File: src/rtl/fetch_unit.sv
// Instruction fetch: owns the PC, keeps one imem request in flight, and buffers the reply for decode.
// Latency is at least 3 cycles per instruction. Decode backpressure holds the buffer, and no new request is issued while it is held.
module fetch_unit #(
  parameter logic [15:0] RESET_PC    = 16'h0000,
  parameter logic [4:0]  HALT_OPCODE = 5'b00000
) (
  input  logic        clk,
  input  logic        rst,
  output logic        imem_en,
  output logic [15:0] imem_addr,
  input  logic        imem_rdy,
  input  logic        imem_valid,
  input  logic [15:0] imem_data,
  output logic [15:0] inst,
  output logic [15:0] inst_pc,
  output logic [15:0] pc_plus2,
  output logic        inst_valid,
  input  logic        inst_ready,
  input  logic        redirect,
  input  logic [15:0] redirect_pc,
  output logic        halted,
  output logic        err
);

  typedef enum logic [1:0] {FETCH, WAIT, HOLD, HALTED} state_t;

  state_t      state, state_nxt;
  logic [15:0] pc, pc_nxt, req_pc, req_pc_nxt, inst_nxt, inst_pc_nxt;
  logic        squash, squash_nxt, err_nxt;

  always_ff @(posedge clk) begin
    if (!rst) begin
      state   <= FETCH;
      pc      <= RESET_PC;
      req_pc  <= 16'h0000;
      inst    <= 16'h0000;
      inst_pc <= 16'h0000;
      squash  <= 1'b0;
      err     <= 1'b0;
    end else begin
      state   <= state_nxt;
      pc      <= pc_nxt;
      req_pc  <= req_pc_nxt;
      inst    <= inst_nxt;
      inst_pc <= inst_pc_nxt;
      squash  <= squash_nxt;
      err     <= err_nxt;
    end
  end

  always_comb begin
    state_nxt   = state;
    pc_nxt      = pc;
    req_pc_nxt  = req_pc;
    inst_nxt    = inst;
    inst_pc_nxt = inst_pc;
    squash_nxt  = squash;
    case (state)
      FETCH: begin
        if (imem_rdy) begin
          req_pc_nxt = pc;
          pc_nxt     = pc + 16'd2;
          state_nxt  = WAIT;
        end
      end
      WAIT: begin
        if (imem_valid) begin
          if (!squash) begin
            inst_nxt    = imem_data;
            inst_pc_nxt = req_pc;
            state_nxt   = HOLD;
          end else begin
            squash_nxt = 1'b0;
            state_nxt  = FETCH;
          end
        end
      end
      HOLD: begin
        if (inst_ready)
          state_nxt = (inst[15:11] == HALT_OPCODE) ? HALTED : FETCH;
      end
      HALTED: begin
      end
    endcase

    // Redirect overrides everything; an in-flight reply not yet returned is squashed on arrival.
    if (redirect) begin
      pc_nxt      = redirect_pc;
      req_pc_nxt  = req_pc;
      inst_nxt    = inst;
      inst_pc_nxt = inst_pc;
      if (state == WAIT && !imem_valid) begin
        squash_nxt = 1'b1;
        state_nxt  = WAIT;
      end else begin
        squash_nxt = 1'b0;
        state_nxt  = FETCH;
      end
    end
  end

  assign err_nxt    = err | (imem_valid && state != WAIT) | (redirect && redirect_pc[0]);
  assign imem_en    = (state == FETCH);
  assign imem_addr  = pc;
  assign inst_valid = (state == HOLD);
  assign halted     = (state == HALTED);
  assign pc_plus2   = inst_pc + 16'd2;

endmodule

File: config.mk
export PLATFORM = sky130hd
export DESIGN_NAME = fetch_unit
export DESIGN_NICKNAME = d
export VERILOG_FILES = /design/src/rtl/fetch_unit.sv
export SDC_FILE = /design/constraint.sdc
export NUM_CORES = 1
export LEC_CHECK = 0
export CAP_MARGIN = 20
export CORE_MARGIN = 2
export CORE_UTILIZATION = 30
export CTS_CLUSTER_SIZE = 40
export DETAILED_ROUTE_END_ITERATION = 8
export GPL_ROUTABILITY_DRIVEN = 1
export PLACE_DENSITY = 0.54
export SLEW_MARGIN = 20
export SYNTH_ARGS = -nofsm -noshare
export SYNTH_HDL_FRONTEND = slang
export SYNTH_SLANG_ARGS = --single-unit
File: constraint.sdc
create_clock -name clk -period 1.82 [get_ports clk]
set_input_delay 0.364 -clock clk [delete_from_list [all_inputs] [get_ports clk]]
set_output_delay 0.364 -clock clk [all_outputs]
set_load 0.05 [all_outputs]
# Word-level counts from Yosys, hierarchy flattened
# Cells that the tools add are included.
word_totals:
  in_bits: 38
  reg_bits: 68
  out_inout_bits: 68
  word_cells: 51
classes:
  n_addsub: 2
  reduce_logical: 16
  bitwise_logic: 4
  n_eq_ne: 7
  mux: 15
ops:
  columns: ["operator", "count"]
  rows:
  - ["2-to-1 mux 16 bit", 3]
  - ["adder 16 x 2 -> 16 bit (second input constant)", 2]
  - ["2-to-1 mux 2 bit", 6]
  - ["AND reduction 4 bit", 2]
  - ["nonzero test 2 bit", 4]
  - ["inequality test 3 x 1 -> 1 bit (second input constant)", 2]
  - ["case mux 2 bit (3 select lines)", 1]
  - ["logical NOT 5 bit", 1]
  - ["2-to-1 mux 1 bit", 5]
  - ["equality test 2 bit (second input constant)", 2]
  - ["AND reduction 2 bit", 2]
  - ["nonzero test 4 bit", 1]
  - ["logical AND 1 bit", 3]
  - ["inequality test 3 bit (second input constant)", 1]
  - ["AND reduction 3 bit", 1]
  - ["equality test 2 x 1 -> 1 bit (second input constant)", 1]
  - ["logical NOT 2 bit", 1]
  - ["inequality test 2 x 1 -> 1 bit (second input constant)", 1]
  - ["inverter 1 bit", 2]
  - ["bitwise OR 1 bit", 2]
  - ["logical NOT 1 bit", 1]

# Longest topological paths before layout
depth:
  word_depth: 5
  depth_mapped: 7
  ltp_nobuf: 6

# Least setup slack after synthesis
# Ideal clock, no wire load.
synth_path:
  path_type: "reg2out"
  from: "register inst_pc[1]"
  to: "output pc_plus2[13]"
  n_path_buf: 0
  t_arrival_ns: 2.312
  path_stages_with_launch: 6
  path_slack_ns: -0.856
  cell_sequence: "dfxtp_1 -> ha_1 -> nand3_1 -> nor2_1 -> nand4_1 -> xnor2_1"
synth_between:
  elab_chain_cells: 1
synth_lines:
  columns: ["element", "line", "rtl"]
  rows:
  - ["from (decl)", "15", "output logic [15:0] inst_pc,"]
  - ["from (signal assigned)", "45", "inst_pc <= inst_pc_nxt;"]
  - ["adder 16 x 2 -> 16 bit", "107", "assign pc_plus2 = inst_pc + 16'd2;"]
  - ["to (decl)", "16", "output logic [15:0] pc_plus2,"]
# Every way passes these cells.

# Final worst setup path
layout_path:
  from: "register inst_pc[6]"
  to: "output pc_plus2[15]"
# The elaborated chain is that of the path after synthesis.

==> summary.txt <==
Logic synthesis
  • Synth Area in XOR/XNOR: under 10%
  • Synth Flop Type: dfxtp_1
  • Syn nets: approximately 420
  • EDFF count, synth: 0
  • Fraction of registers with async set/reset: 0%
  • Syn Area/Cell: between 8 and 9 um^2
  • Post-synth cell types: 39
  • Multiplexer share of the synthesized area: less than 1%
  • Syn Inst Count: 380
  • Area fraction in compound gates after synthesis: roughly 17%
  • Synth Register Bits: 68
  • Largest family of logic cells by synthesized area: simple AND/OR/NAND/NOR gates
  • Register area share after synthesis: approximately 43%
  • Synth Area in Adders: 2.36%
  • Top post-synthesis cells by area: dfxtp_1, nand2_1, a21boi_0, xnor2_1, a21boi_1
  • Top-area cell type share of the netlist area: between 40% and 50%
  • Mapped cell area: 3180 um^2
  • Synth warn: 0
  • Synth Area in Simple Gates: about 26%
  • Leading area contributor after synthesis: dfxtp_1

Layout
  • End-of-flow core utilization: roughly half
  • Area Growth Syn to Fin: 65.0%
  • Final cell count without fillers: 653
  • Ant. Diodes: 0
  • Layout net count: 556
  • Fill cells: ~1000
  • Layout cell share with drive strength beyond 1: between 30% and 40%

Floorplan
  • Row cnt: 37
  • Core area: 10300 um^2
  • Ports: 106
  • Die area: 11400 um^2
  • Die Wd: roughly 110 um
  • Starting Density: a little under a third
  • Die Y: 107 um

GRT
  • Total track usage: between 10% and 20%
  • Maximum number of pins on one net before global-route repair: 37
  • Grt ovf: 0
  • First-pass GRT wire length: roughly 14000 um
  • Vias in the first global route: between 2000 and 3000
  • Initial antenna violation count: 0

STA
  • Max-slew headroom: between 60% and 70%
  • FMAX: a little under 0.5 GHz
  • RSZ-0062 raised after global routing: yes
  • Clock Skews: 0.0109 ns
  • Least-Margin Pin Slew: ~0.58 ns
  • Final Critical Period: 2.02 ns
  • Tcrit/Tclk final: 111%
  • Fin worst setup slack: -0.204 ns
  • Fin. Hold Viols: 0
  • Max Slew Vio Count: 0
  • Final setup fails: 10

Min path
  • Hold Path Class: flop to flop
  • Min-Delay Startpoint: req_pc[3]
  • Worst hold path depth: 2
  • Endpoint, Worst Hold: inst_pc[3]

Clock tree
  • Sink Count: 68
  • Clk slew on worst S/H paths: around 0.07 ns
  • Clock Tree Buf Depth: 2
  • Worst-skew pair later-pin latency: 0.35 ns
  • Hold buffers post-CTS: 0
  • CTS HTree Levels: 3
  • CTS root buf: clkbuf_8
  • CTS buffer count: 9
  • CTS tree: done

Place
  • Routability cong.: between 0.7 and 0.8
  • Dpl cells: 625
  • Final HPWL DP: approximately 6000 um
  • Pre-CTS setup slack: -0.0689 ns
  • I/O Buffers: between 100 and 150

Power
  • Pwr dens: approximately 630 nW/um^2
  • Power share of the clock group: a little over a third
  • NetSw: roughly 910 uW
  • Worst VDD drop: around 0.4 mV
  • Reg power frac: between 40% and 50%
  • Tot Pwr: around 3300 uW
  • Comb pwr share: 16.3%
  • Int Power: approximately 2400 uW
  • Switching share of power: 27.6%
  • Leakage: 0.00207 uW

Setup path
  • Crit-path most repeated cell: and3_4
  • Critical Path AT: 1.66 ns
  • Crit path max-delay family: simple AND/OR/NAND/NOR gates
  • Register-to-Register Setup Slack: 0.14 ns
  • Slowest Stage Delay on Critical Path: roughly 0.34 ns
  • FF-to-FF End: state[0]
  • WP data required: about 1.5 ns
  • Crit Path Class: flop to primary output
  • Largest fanout on the critical path: 5
  • RR Startpoint: state[1]
  • CP endpoint kind: primary output
  • Critical path, cell by cell: and3_4 > and3_4 > nand4_1 > xnor2_4 > buf_12
  • CP max stage cell: dfxtp_4
  • R2R depth: 6
  • Startpoint Class: flop
  • Crit path buffers/inverters: 1

Routing
  • Via-per-instance ratio: approximately 4.5
  • Antenna viol nets, final: 0
  • Drt total wl: roughly 8500 um
  • First-pass iteration count of the detailed router: 5
  • # DRC: 0
  • DR vias: 2971
  • WL per Instance: 12.9 um
  • Initial DRC count: around 130

Run status
  • Violations in the final reports: negative setup slack
  • Status: complete, but fails checks

Flow run
  • Maxcap violations: 0
-- power groups by stage --
| stage | registers [uW] | logic (uW) | clock network (uW) |
|---|---|---|---|
| 2_1_floorplan | 1720 | 183 | 0 |
| 5_1_grt | 1590 | 581 | 1310 |
| 3_3_place_gp | 1610 | 538 | 0 |
| 6_report | 1580 | 541 | 1190 |
| 3_5_place_dp | 1620 | 540 | 0 |
| 4_1_cts | 1580 | 542 | 1230 |
-- synthesized netlist by cell type (2+ instances only) --
master      n
xor2_1      4
nor4_2      5
nand3_1     8
and4_1      4
buf_2       3
dfxtp_1    68
ha_1        6
inv_1       8
nand4_4     2
buf_4       2
nand2_1   108
clkbuf_1   15
nor3_1      6
and3_1      4
xnor2_1    22
mux2i_1     2
a21oi_1    12
a21boi_1   17
nand4_1     5
o21ai_0    15
a21boi_0   31
nor2b_1     7
and2_1      2
nor2_1      9
-- flip-flops by register name (all words and copies together), names as in the netlist --
signal     flops
imem_addr     16
inst          16
inst_pc       16
req_pc        16
state          2
err            1
squash         1
-- cells by family (layout without fill, tap and decap cells) --
kind of cell	after synthesis	after routing
adder cells (fa/ha/maj)	6	6
buffers and inverters	30	167
flip-flops	68	68
multiplexers	2	2
AND/OR/NAND/NOR	166	166
AO/OA/AOI/OAI	82	82
XOR/XNOR	26	26
-- cell usage in the layout, fill, tap and decap left out, types with 4 or more instances in the layout --
cell type	synthesis	routed
nand2_1	108	104
buf_4	2	77
dfxtp_1	68	53
clkdlybuf4s50_1	0	36
a21boi_0	31	31
buf_12	0	24
a21boi_1	17	17
o21ai_0	15	15
xnor2_1	22	12
a21oi_1	12	12
xnor2_4	0	9
clkbuf_8	0	9
inv_1	8	8
nor2_1	9	8
dfxtp_4	0	8
nand3_1	8	7
nor2b_1	7	7
dfxtp_2	0	7
nor3_1	6	6
nand4_1	5	5
nor4_2	5	5
nand2_4	0	4
-- stage by stage --
stage                     hold WS, ns  instance area, um^2  setup TNS (ns)
final                           0.453                 5250           -1.46
after global routing            0.479                 5250           -2.22
after CTS                       0.459                 5130           -1.66
after detailed placement        0.442                 4870          -0.156
after global placement          0.437                 4870         -0.0508
after floorplan                 0.421                 3430          -0.277
-- what timing repair did --
action / 4_1_cts / 5_1_grt
pin swaps: 13 / 11
setup endpoints to repair: 12 / 13
gates resized for setup: 14 / 12
buffers inserted: 6 / 6
-- worst max path at each step --
stage	start	endpoint	cells past startpoint
6_report	inst_pc[6]	pc_plus2[15]	5
3_3_place_gp	imem_rdy	state[0]	5
5_1_grt	inst_pc[2]	pc_plus2[13]	6
2_1_floorplan	inst_pc[7]	pc_plus2[13]	4
3_5_place_dp	imem_rdy	state[0]	5
4_1_cts	inst_pc[6]	pc_plus2[15]	5
-- per-layer routing --
layer | global-route usage [%] | vias to the layer above | wire length [um]
li1 | - | 1547 | -
met1 | 21.4 | 1334 | 4150
met2 | 22.3 | 82 | 3740
met3 | 4.13 | 8 | 483
met4 | 4.36 | 0 | 85
met5 | 0 | - | 0
-- worst reg2reg max path: cells and delay by family, from the launching register on --
family / cells / cell delay (ns)
flops: 1 / 0.38
simple gates: 2 / 0.67
compound gates: 2 / 0.21
fa+ha+maj: 1 / 0.23
buf+inv: 1 / 0.08
-- final cells by class --
type                    instances  area (um^2)  area share [%]
inverters                       9         33.8           0.644
clock buffers                  11          131            2.50
flip-flops and latches         68         1400            26.7
repair buffers                142         1460            27.9
well taps                     136          170            3.24
clock inverters                 5         52.6            1.00
multi-input cells             282         1990            38.0
(Power assumes the default switching activity.)
